**src/rtl/control_pkg.sv**
```systemverilog
// Shared types and constants for the undistortion frame sequencer.
package control_pkg;

  localparam int unsigned DEF_ROWS     = 32'd240;
  localparam int unsigned DEF_COLS     = 32'd320;
  localparam int unsigned TOTAL_PIXELS = DEF_ROWS * DEF_COLS;

  typedef enum logic [3:0] {
    IDLE    = 4'd0,
    S_COEFF = 4'd1,
    W_COEFF = 4'd2,
    S_XY    = 4'd3,
    W_XY    = 4'd4,
    S_RD    = 4'd5,
    W_RD    = 4'd6,
    S_INT   = 4'd7,
    W_INT   = 4'd8,
    S_WR    = 4'd9,
    W_WR    = 4'd10
  } state_e;

  // Counter width that stays at least one bit for degenerate sizes.
  function automatic int unsigned cnt_width(input int unsigned n);
    return (n > 32'd1) ? $clog2(n) : 32'd1;
  endfunction

endpackage

```
**src/rtl/control_fsm_pixel_counter.sv**
```systemverilog
// Modulo pixel counter with row/col debug counters and a last-pixel flag.
module pixel_counter
  import control_pkg::*;
#(
  parameter int unsigned ROWS = DEF_ROWS,
  parameter int unsigned COLS = DEF_COLS
) (
  input  logic clk,
  input  logic rst,
  input  logic inc_i,
  input  logic clr_i,
  output logic last_o
);

  localparam int unsigned TOTAL = ROWS * COLS;
  localparam int unsigned PW    = cnt_width(TOTAL);
  localparam int unsigned RW    = cnt_width(ROWS);
  localparam int unsigned CW    = cnt_width(COLS);

  localparam logic [PW-1:0] PIX_LAST = PW'(TOTAL - 32'd1);
  localparam logic [RW-1:0] ROW_LAST = RW'(ROWS - 32'd1);
  localparam logic [CW-1:0] COL_LAST = CW'(COLS - 32'd1);

  logic [PW-1:0] pix_q, pix_d;
  logic [RW-1:0] row_q, row_d;
  logic [CW-1:0] col_q, col_d;

  // Next-count logic: clear wins over increment; all counters wrap together.
  always_comb begin
    pix_d = pix_q;
    row_d = row_q;
    col_d = col_q;
    if (clr_i) begin
      pix_d = '0;
      row_d = '0;
      col_d = '0;
    end else if (inc_i) begin
      pix_d = (pix_q == PIX_LAST) ? '0 : pix_q + PW'(1);
      if (col_q == COL_LAST) begin
        col_d = '0;
        row_d = (row_q == ROW_LAST) ? '0 : row_q + RW'(1);
      end else begin
        col_d = col_q + CW'(1);
        row_d = row_q;
      end
    end else begin
      pix_d = pix_q;
    end
  end

  // Counter registers.
  always_ff @(posedge clk or negedge rst) begin
    if (!rst) begin
      pix_q <= '0;
      row_q <= '0;
      col_q <= '0;
    end else begin
      pix_q <= pix_d;
      row_q <= row_d;
      col_q <= col_d;
    end
  end

  // Requiring row/col to agree with the linear count catches a corrupted counter.
  assign last_o = (pix_q == PIX_LAST) && (row_q == ROW_LAST) && (col_q == COL_LAST);

endmodule

```
**src/rtl/control_fsm.sv**
```systemverilog
// Frame sequencer: per pixel, pulses five engines in order and waits for each done.
module control_fsm
  import control_pkg::*;
#(
  parameter int unsigned ROWS = DEF_ROWS,
  parameter int unsigned COLS = DEF_COLS
) (
  input  logic clk,
  input  logic rst,
  input  logic start,
  input  logic coeff_done,
  input  logic xy_to_bram_done,
  input  logic bram_reader_done,
  input  logic interpolator_done,
  input  logic bram_writer_done,
  output logic start_coeff,
  output logic start_xy_to_bram,
  output logic start_bram_reader,
  output logic start_interpolator,
  output logic start_bram_writer
);

  state_e state_q, state_d;
  logic   last_s;
  logic   inc_s;
  logic   clr_s;

  pixel_counter #(.ROWS(ROWS), .COLS(COLS)) u_pix (
    .clk   (clk),
    .rst   (rst),
    .inc_i (inc_s),
    .clr_i (clr_s),
    .last_o(last_s)
  );

  // Next-state logic; each done input only matters in its own wait state.
  always_comb begin
    state_d = state_q;
    inc_s   = 1'b0;
    clr_s   = 1'b0;
    case (state_q)
      IDLE:    if (start)             state_d = S_COEFF; else state_d = IDLE;
      S_COEFF: state_d = W_COEFF;
      W_COEFF: if (coeff_done)        state_d = S_XY;    else state_d = W_COEFF;
      S_XY:    state_d = W_XY;
      W_XY:    if (xy_to_bram_done)   state_d = S_RD;    else state_d = W_XY;
      S_RD:    state_d = W_RD;
      W_RD:    if (bram_reader_done)  state_d = S_INT;   else state_d = W_RD;
      S_INT:   state_d = W_INT;
      W_INT:   if (interpolator_done) state_d = S_WR;    else state_d = W_INT;
      S_WR: begin
        inc_s   = 1'b1;
        state_d = last_s ? W_WR : S_COEFF;
      end
      W_WR: begin
        if (bram_writer_done) begin
          state_d = IDLE;
          clr_s   = 1'b1;
        end else begin
          state_d = W_WR;
        end
      end
      default: state_d = IDLE;
    endcase
  end

  // State and output registers; pulses are decoded from the state being entered.
  always_ff @(posedge clk or negedge rst) begin
    if (!rst) begin
      state_q            <= IDLE;
      start_coeff        <= 1'b0;
      start_xy_to_bram   <= 1'b0;
      start_bram_reader  <= 1'b0;
      start_interpolator <= 1'b0;
      start_bram_writer  <= 1'b0;
    end else begin
      state_q            <= state_d;
      start_coeff        <= (state_d == S_COEFF);
      start_xy_to_bram   <= (state_d == S_XY);
      start_bram_reader  <= (state_d == S_RD);
      start_interpolator <= (state_d == S_INT);
      start_bram_writer  <= (state_d == S_WR);
    end
  end

endmodule

```
**config.mk**
```make
export PLATFORM = sky130hd
export DESIGN_NAME = control_fsm
export DESIGN_NICKNAME = d
export VERILOG_FILES = /design/src/rtl/control_pkg.sv /design/src/rtl/control_fsm_pixel_counter.sv /design/src/rtl/control_fsm.sv
export SDC_FILE = /design/constraint.sdc
export NUM_CORES = 1
export LEC_CHECK = 0
export CAP_MARGIN = 20
export CORE_UTILIZATION = 30
export DETAILED_ROUTE_END_ITERATION = 12
export PLACE_DENSITY = 0.45
export SYNTH_ARGS = -nofsm -noshare
export SYNTH_HDL_FRONTEND = slang
export SYNTH_HIERARCHICAL = 1
export SYNTH_SLANG_ARGS = --single-unit
export TNS_END_PERCENT = 20
```
**constraint.sdc**
```tcl
create_clock -name clk -period 1.91 [get_ports clk]
set_input_delay 0.2865 -clock clk [delete_from_list [all_inputs] [get_ports clk]]
set_output_delay 0.2865 -clock clk [all_outputs]
set_load 0.01 [all_outputs]
```
==> qor.yml <==
status: "finished clean"
period_share_pct: 99.03
ir_drop_mv: 0.4200
drt_wl_total_um: 6161
hpwl_um: 4547
place_inst: 426
drive_gt1_share_pct: 26.05
drc: 0
cp_max_fo: 3
power-per-cell-area_mw_per_mm2: 1181
hold_path_class: "in2async"
avgRoutedWirePerCell_um: 14.13
cp.arrival_ns: 2.08
grt_pass1_vias: 2230
relSlewSlack_pct: 67.08
design.portCount: 13
synth_compound_area_share_pct: 12.91
crit_type: "reg2reg"
synthCells: 266
syn_area_sq_mm: 0.002490
gr-usage-all-layers_pct: 15.36
n_antenna_cell: 0
fmax_mhz: 528.7
portBuffers: 12
place.gp.congestion: 0.7705
async_reset_ff_share_pct: 100.0
antenna_found_initial: 0
clk_latency_ns: 0.30
hold_violations: 0
synth_mux_area_share_pct: 2.915
rsz0062_at_grt: "yes"
syn_area_per_cell_sq_um: 9.360
grt_overflow: 0
die_x_um: 93.10
core_area_sq_mm: 0.007888
mostFrequentLayoutCells: "buf_4 (55), dfrtp_1 (43), nor2_1 (28)"
syn2layout_area_growth_pct: 32.81
setup_tns_ns: 0
cp.required_ns: 2.10
clock_path_buffers: 2
drv_cap: 0
final_common_cell: "buf_4"
numCtsBuffers: 5
htreeDepth: 2
layout_setup_ws_ns: 0.01855
yosys.area_share.simple_pct: 32.31
skew_ns: 0.01323
num_rows: 32
num_vias: 2246
setup_viol: 0
dieArea_sq_mm: 0.008668
synth-adder-area-share_pct: 1.508
drv_slew: 0
root_buffer: "clkbuf_8"
dr.pass1.iters: 4
vias_per_cell: 5.151
ys_ff_latch: 43
synth.distinct_cells: 59
grt_max_degree: 26
start_util_pct: 31.57
instances_no_fill: 436
synth_edf_count: 0
final_antenna_net_count: 0
p_leak_uw: 0.001461
synth_warnings: 6
cts_tree: "yes"
dp_slack_ns: -0.03826
clkSinkCount: 43
n_fill_cell: 791
grt_pass1_wl_um: 10540
synth_xor_area_share_pct: 3.518
ys.flop_type: "dfrtp_1"
clk_pin_slew_ns: 0.09
cp-start-kind: "flip-flop"
synth_top_family_by_area: "simple AND/OR/NAND/NOR gates"
finalNetCount: 344
die_y_um: 93.10
period_minus_slack_ns: 1.891
ys_seq_area_share_pct: 43.22
syn_nets: 277
endpoint_kind: "flip-flop"
tightest_slew_ns: 0.4938
drt_iter0_markers: 66
fin_total_pwr_uw: 3904
[logic make-up after synthesis]
kind of cell               Yosys count
muxes                                7
buffers and inverters               18
and+or+nand+nor                    138
AOI/OAI and AO/OA                   47
adders and majority gates            3
DFF                                 43
xor gates and xnor gates            10
[path summary, 6_finish.rpt]
check / cells past startpoint / endpoint / slack [ns] / startpoint
max: 7 / start_coeff / 0.02 / u_pix/row_q[0]
min: 2 / start_interpolator / 0.46 / rst
max reg2reg: 7 / start_coeff / 0.02 / u_pix/row_q[0]
min reg2reg: 1 / u_pix/row_q[6] / 0.56 / u_pix/row_q[6]
max in group asynchronous: 3 / u_pix/row_q[7] / 0.94 / rst
min in group clk: 1 / u_pix/row_q[6] / 0.56 / u_pix/row_q[6]
[synth_stat cells (4+ instances only)]
library cell	number	area, sq um
nand3b_1	4	30.03
nand3_1	13	65.06
nand2_1	20	75.07
nor2b_1	6	37.54
dfrtp_1	43	1076
nor2_1	30	112.6
mux2i_1	5	50.05
and4_1	4	35.03
nand2b_1	5	31.28
or3_1	4	25.02
inv_1	7	26.28
o21ai_0	9	45.04
and3_1	15	93.84
a21oi_1	10	50.05
xor2_1	7	61.31
nand4_1	11	68.82
nor4_1	6	37.54
[timing repair]
action / CTS / global route
setup buffers: 0 / 1
pin swaps: 0 / 5
hold buffers: 1 / 0
resized for setup: 3 / 11
cloned: 0 / 0
endpoints found under the setup margin: 4 / 14
hold endpoints to repair: 18 / 0
[worst max-delay path: stages (launching register included)]
cell and delay [ns]:
dfrtp_1 0.36, ha_2 0.18, nand4b_1 0.11, or3_4 0.37, nor4_4 0.23, and2b_4 0.23
o211ai_1 0.19, a32oi_1 0.12
[cell type report]
class,count,area (sq um),area share [%]
multi-input cells,205,1370,41.43
clock buffers,6,82.58,2.497
clock inverters,2,35.03,1.059
repair buffers,71,589.3,17.82
flip-flops and latches,43,1076,32.54
inverters,7,26.28,0.7946
well taps,102,127.6,3.859
[flip-flops by register name (all words and copies together) (netlist names)]
| register | flops |
|---|---|
| u_pix/row_q | 8 |
| start_coeff | 1 |
| start_bram_reader | 1 |
| start_xy_to_bram | 1 |
| state_q | 4 |
| start_bram_writer | 1 |
| u_pix/col_q | 9 |
| start_interpolator | 1 |
| u_pix/pix_q | 17 |
[report_power, final]
part	internal, uW	leakage, uW	switching, uW	total (uW)
registers	1180	0.000511	180	1360
logic	881	0.000889	909	1790
clock network	424	0.0000612	327	750
[layer usage]
layer  global-route usage, %  vias up  share of wire [%]
li1                        -     1123                  -
met2                   24.51       14                 48
met3                   2.764        4                1.6
met5                       0        -                  0
met1                   21.31     1105                 50
met4                   4.231        0               0.93
[metrics by stage]
stage | cell area [sq um] | utilization, % | hold slack [ns]
after floorplan | 2490 | - | -0.009091
final | 3307 | 41.93 | 0.4648
after detailed placement | 3122 | 39.58 | 0.2796
after global placement | 3122 | 39.58 | 0.2744
after global routing | 3307 | 41.93 | 0.5194
after CTS | 3263 | 41.37 | 0.4836
Note: power is estimated with default switching activity, not from simulation.
